$ cat config.mk
export PLATFORM = sky130hd
export DESIGN_NAME = fetch_unit
export DESIGN_NICKNAME = d
export VERILOG_FILES = /design/src/rtl/fetch_unit.sv
export SDC_FILE = /design/constraint.sdc
export NUM_CORES = 1
export LEC_CHECK = 0
export CORE_MARGIN = 4
export CORE_UTILIZATION = 43
export CTS_BUF_LIST = sky130_fd_sc_hd__clkbuf_16
export DETAILED_ROUTE_END_ITERATION = 12
export GPL_ROUTABILITY_DRIVEN = 0
export GPL_TIMING_DRIVEN = 0
export PLACE_DENSITY = 0.87
export SLEW_MARGIN = 20
export SYNTH_ARGS = -nofsm -noshare
export SYNTH_HDL_FRONTEND = slang
export SYNTH_SLANG_ARGS = --single-unit
export TNS_END_PERCENT = 5
$ cat constraint.sdc
create_clock -name CLK -period 1.48 [get_ports CLK]
set_clock_uncertainty 0.15 [all_clocks]
set_input_delay 0.296 -clock CLK [delete_from_list [all_inputs] [get_ports CLK]]
set_output_delay 0.296 -clock CLK [all_outputs]
set_load 0.1 [all_outputs]
$ cat src/rtl/fetch_unit.sv
// fetch_unit: instruction fetch stage in front of the control unit.
// Holds the 16-bit PC, drives the ROM address, latches opcode (IR) and
// operand (D), and applies PL/PH jumps with a one-instruction delay slot.
// A ROM-ready input (ROM_VALID) stalls fetch. A jump that executes during a
// stall is remembered in TGT and applied when the delay slot is fetched.
//
// Optional build macro: FETCH_STEP_EN
//   defined   -> extra STEP input, a fetch is accepted only when ROM_VALID & STEP
//   undefined -> no STEP port, a fetch is accepted whenever ROM_VALID
//
// Handshake: ROM_VALID is a ready/valid pair on the ROM side. ROM_ADDR is the
// request and is held stable while ROM_VALID is low. The word on ROM_DATA is
// consumed on the rising edge where the accept condition is high, and never
// on any other edge.
//
// The PEND output shows the FSM state: 0 = RUN, 1 = PENDING.
module fetch_unit #(
    parameter logic [15:0] RESET_PC = 16'h0000,
    parameter logic [7:0]  NOP_OP   = 8'h02
) (
    input  logic        CLK,
    input  logic        RST,
    input  logic        PL,
    input  logic        PH,
    input  logic [7:0]  BUS,
    input  logic [7:0]  Y,
    output logic [15:0] ROM_ADDR,
    input  logic [15:0] ROM_DATA,
    input  logic        ROM_VALID,
`ifdef FETCH_STEP_EN
    input  logic        STEP,
`endif
    output logic [7:0]  IR,
    output logic [7:0]  D,
    output logic        EXEC,
    output logic        PEND
);

    typedef enum logic {
        S_RUN     = 1'b0,
        S_PENDING = 1'b1
    } state_t;

    state_t      r_state;
    state_t      w_next_state;

    logic [15:0] r_pc;
    logic [15:0] r_tgt;
    logic [7:0]  r_ir;
    logic [7:0]  r_d;
    logic        r_exec;

    logic        w_accept;
    logic        w_redirect;
    logic [15:0] w_target;
    logic        w_use_tgt;
    logic [15:0] w_pc_next;

    // Accept condition: ROM word present (and STEP pulse, when stepping is built in)
`ifdef FETCH_STEP_EN
    assign w_accept = ROM_VALID & STEP;
`else
    assign w_accept = ROM_VALID;
`endif

    // Jumps are honoured only while a real instruction is executing.
    // The near page comes from the current PC, which is the delay-slot address.
    assign w_redirect = r_exec & (PL | PH);
    assign w_target   = {(PH ? Y : r_pc[15:8]), BUS};

    // FSM state register
    always_ff @(posedge CLK) begin
        if (RST) begin
            r_state <= S_RUN;
        end else begin
            r_state <= w_next_state;
        end
    end

    // FSM next-state: enter PENDING on a stalled jump, leave on the next accept
    always_comb begin
        w_next_state = r_state;
        case (r_state)
            S_RUN: begin
                if (w_redirect && !w_accept) begin
                    w_next_state = S_PENDING;
                end
            end
            S_PENDING: begin
                if (w_accept) begin
                    w_next_state = S_RUN;
                end
            end
            default: w_next_state = S_RUN;
        endcase
    end

    // FSM outputs: state flag and whether the stored target feeds the PC
    always_comb begin
        PEND      = 1'b0;
        w_use_tgt = 1'b0;
        if (r_state == S_PENDING) begin
            PEND      = 1'b1;
            w_use_tgt = 1'b1;
        end
    end

    // Next PC on an accepted fetch: the live jump wins, then the stored target,
    // otherwise sequential. 0xFFFF wraps to 0x0000 naturally.
    always_comb begin
        w_pc_next = r_pc + 16'd1;
        if (w_redirect) begin
            w_pc_next = w_target;
        end else if (w_use_tgt) begin
            w_pc_next = r_tgt;
        end
    end

    // Datapath registers: PC, stored target, IR/D and the EXEC flag
    always_ff @(posedge CLK) begin
        if (RST) begin
            r_pc   <= RESET_PC;
            r_tgt  <= 16'h0000;
            r_ir   <= NOP_OP;
            r_d    <= 8'h00;
            r_exec <= 1'b0;
        end else if (w_accept) begin
            r_pc   <= w_pc_next;
            r_ir   <= ROM_DATA[7:0];
            r_d    <= ROM_DATA[15:8];
            r_exec <= 1'b1;
        end else begin
            // Bubble: IR/D hold but are not executed again.
            r_exec <= 1'b0;
            if (w_redirect) begin
                r_tgt <= w_target;
            end
        end
    end

    assign ROM_ADDR = r_pc;
    assign IR       = r_ir;
    assign D        = r_d;
    assign EXEC     = r_exec;

endmodule

==> impl_metrics.ini <==
[clock_tree]
clock_sinks = 50
clock_latency_ps = 300
cts_root_buf = clkbuf_16
cts_tree = built
cts-buffers-inserted = 5
cts_max_level = 2
cts_buffer_depth = 2
clk_pin_slew_ps = 70

[worst_setup_path]
crit_slowest_cell = or4_4
path_delay_family = simple AND/OR/NAND/NOR gates
path_cells = nand4_1 > or4_4 > nor4b_4 > a211oi_2
worst-path-buf-inv = 0
critical_path_class = flop to flop
cp.arrival_ps = 1800
slowest_delay_ps = 610
required_ps = 1510
start_kind = flop
crit_path_end_kind = flop
critPathMaxFanout = 5

[timing]
worst_pin_slew_ps = 544.7
max_slew_margin_pct = 63.69
setup_viol = 18
drv_slew = 0
finalCriticalPeriod_ps = 1774
post-route-period-util_pct = 119.9
report.final.hold_viol_count = 0
fin_setup_tns_ps = -2165
rsz0062_at_grt = yes
setup_slack_ps = -294.5
max_freq_mhz = 563.5
timing.hold.ws_ps = 309.7

[routing]
drc = 0
routedWlPerCell_um = 18.13
first_pass_iters = 5
drt_iter0_markers = 296
routed_wl_mm = 8.266
ant_nets = 0
vias_per_cell = 6.083
num_vias = 2774

[flow_run]
drv_cap = 0

[floorplan]
die_height_um = 84.02
ios = 71
die-area_um2 = 7059
initial_core_util_pct = 44.85
fp.coreArea_um2 = 5540
fp.dieW_um = 84.02
num_rows = 27

[synthesis]
synth_flop_cell = dfxtp_1
yosysSeqAreaShare_pct = 40.28
synth_area_um2 = 2485
syn_inst = 300
ys_warn_count = 0
synth.top_cell.area_share_pct = 40.28
async_flop_share_pct = 0
yosysUniqueCellTypes = 51
synthTopCellsByArea = dfxtp_1 (40%), mux2i_1 (6.8%), nand2_1 (5.6%), nor2_1 (5.6%), a21oi_1 (3.2%)
synthTopCellsByCount = dfxtp_1 (50), nand2_1 (37), nor2_1 (37), mux2i_1 (17), a21oi_1 (16)
synth_most_common_cell = dfxtp_1
synth_fp_nets = 338
syn_area_per_cell_um2 = 8.283
synth-seq-cells = 50
yosysTopAreaCell = dfxtp_1
synth-edff-count = 0

[layout]
nets = 421
diodes = 0
area_growth_pct = 47.58
n_fill_cell = 435
final_util_pct = 66.19
final_cells = 456
drive_gt1_share_pct = 29.69

[global_route]
antenna_found_initial = 0
grtUsageTotal_pct = 21.73
grt_pass1_wl_mm = 12.58
grt_max_degree = 17
grt_overflow = 0
grt_pass1_vias = 2581

[power]
cellLeakagePower_nw = 1.449
power_density_nw_per_um2 = 1027
ir_worst_vdd_uv = 933.6

[placed_design]
port-buffer-count = 69
pre_cts_ws_ps = -911.8
dp_cells = 441
dp_hpwl_mm = 5.409

[outcome]
status = finished with violations
violations = setup timing

[hold_path]
hold_path_class = flop to flop
final timing paths:
| kind | start | to | slack, ps | cells past startpoint |
|---|---|---|---|---|
| max | ROM_ADDR[7]$_SDFFE_PP0P_ | ROM_ADDR[13]$_SDFFE_PP0P_ | -290 | 4 |
| min | r_tgt[2]$_SDFFE_PP0P_ | r_tgt[2]$_SDFFE_PP0P_ | 310 | 2 |
| max reg2reg | ROM_ADDR[7]$_SDFFE_PP0P_ | ROM_ADDR[13]$_SDFFE_PP0P_ | -290 | 4 |
| min reg2reg | r_tgt[2]$_SDFFE_PP0P_ | r_tgt[2]$_SDFFE_PP0P_ | 310 | 2 |
cell type report:
class | count | area (um^2) | area share [%]
buffer | 20 | 136.4 | 3.719
timing repair buffer | 77 | 661.9 | 18.05
tap | 72 | 90.09 | 2.456
inverter | 9 | 33.78 | 0.9212
multi-input combinational | 220 | 1518 | 41.39
clock inverter | 2 | 13.76 | 0.3753
sequential | 50 | 1064 | 29.00
clock buffer | 6 | 150.1 | 4.094
layout by cell type, fill, tap and decap left out, drive strengths merged, types with 7 or more instances in the layout:
| cell type | instances |
|---|---|
| xnor2 | 7 |
| nand3 | 8 |
| clkdlybuf4s50 | 33 |
| a21oi | 16 |
| dfxtp | 50 |
| clkbuf | 19 |
| nor3 | 10 |
| buf | 49 |
| mux2i | 17 |
| inv | 10 |
| nor2 | 37 |
| nand2 | 37 |
| nand2b | 8 |
layer usage:
metal  part of all wire, %  vias to the layer above  routed length, um  global-route usage (%)
met5                     0                        -                  0                       0
met4                   3.1                        0                256                   8.187
met3                    10                       32                835                   6.022
met2                    48                      186               3987                   35.22
met1                    39                     1311               3186                   27.33
li1                      -                     1245                  -                       -
logic make-up after synthesis:
logic type               share of synthesized area (%)
flip-flops                                       40.28
AND/OR/NAND/NOR                                  24.92
multiplexers                                     6.848
adder cells (fa/ha/maj)                         0.5034
buffers and inverters                            5.035
AO/OA/AOI/OAI                                    19.94
XOR/XNOR                                         2.467
timing repair:
action                     4_1_cts  5_1_grt
pin swaps                        3        4
resized for setup              236       15
hold buffers                     0        0
hold endpoints to repair         0        0
buffers inserted                 0        8
setup endpoints to repair       82       38
registers in the layout (all words and copies together) (netlist names):
signal,flops
ROM_ADDR,16
IR,8
D,8
r_tgt,16
EXEC,1
r_state,1
worst reg2reg max path: stages, from the launching register on:
cell	delay, ps
dfxtp_4	380
nand4_1	210
or4_4	610
nor4b_4	240
a211oi_2	70
stage by stage:
stage	power (mW)	instance area (um^2)
after floorplan	2.176	2587
after global placement	2.455	3368
after detailed placement	2.473	3368
after CTS	3.709	3545
after global routing	3.875	3667
final	3.767	3667
power breakdown:
part           switching [mW]  internal (mW)
clock network           0.540          0.734
registers              0.0862           1.41
logic                   0.678          0.318
Note: power is estimated with default switching activity, not from simulation.
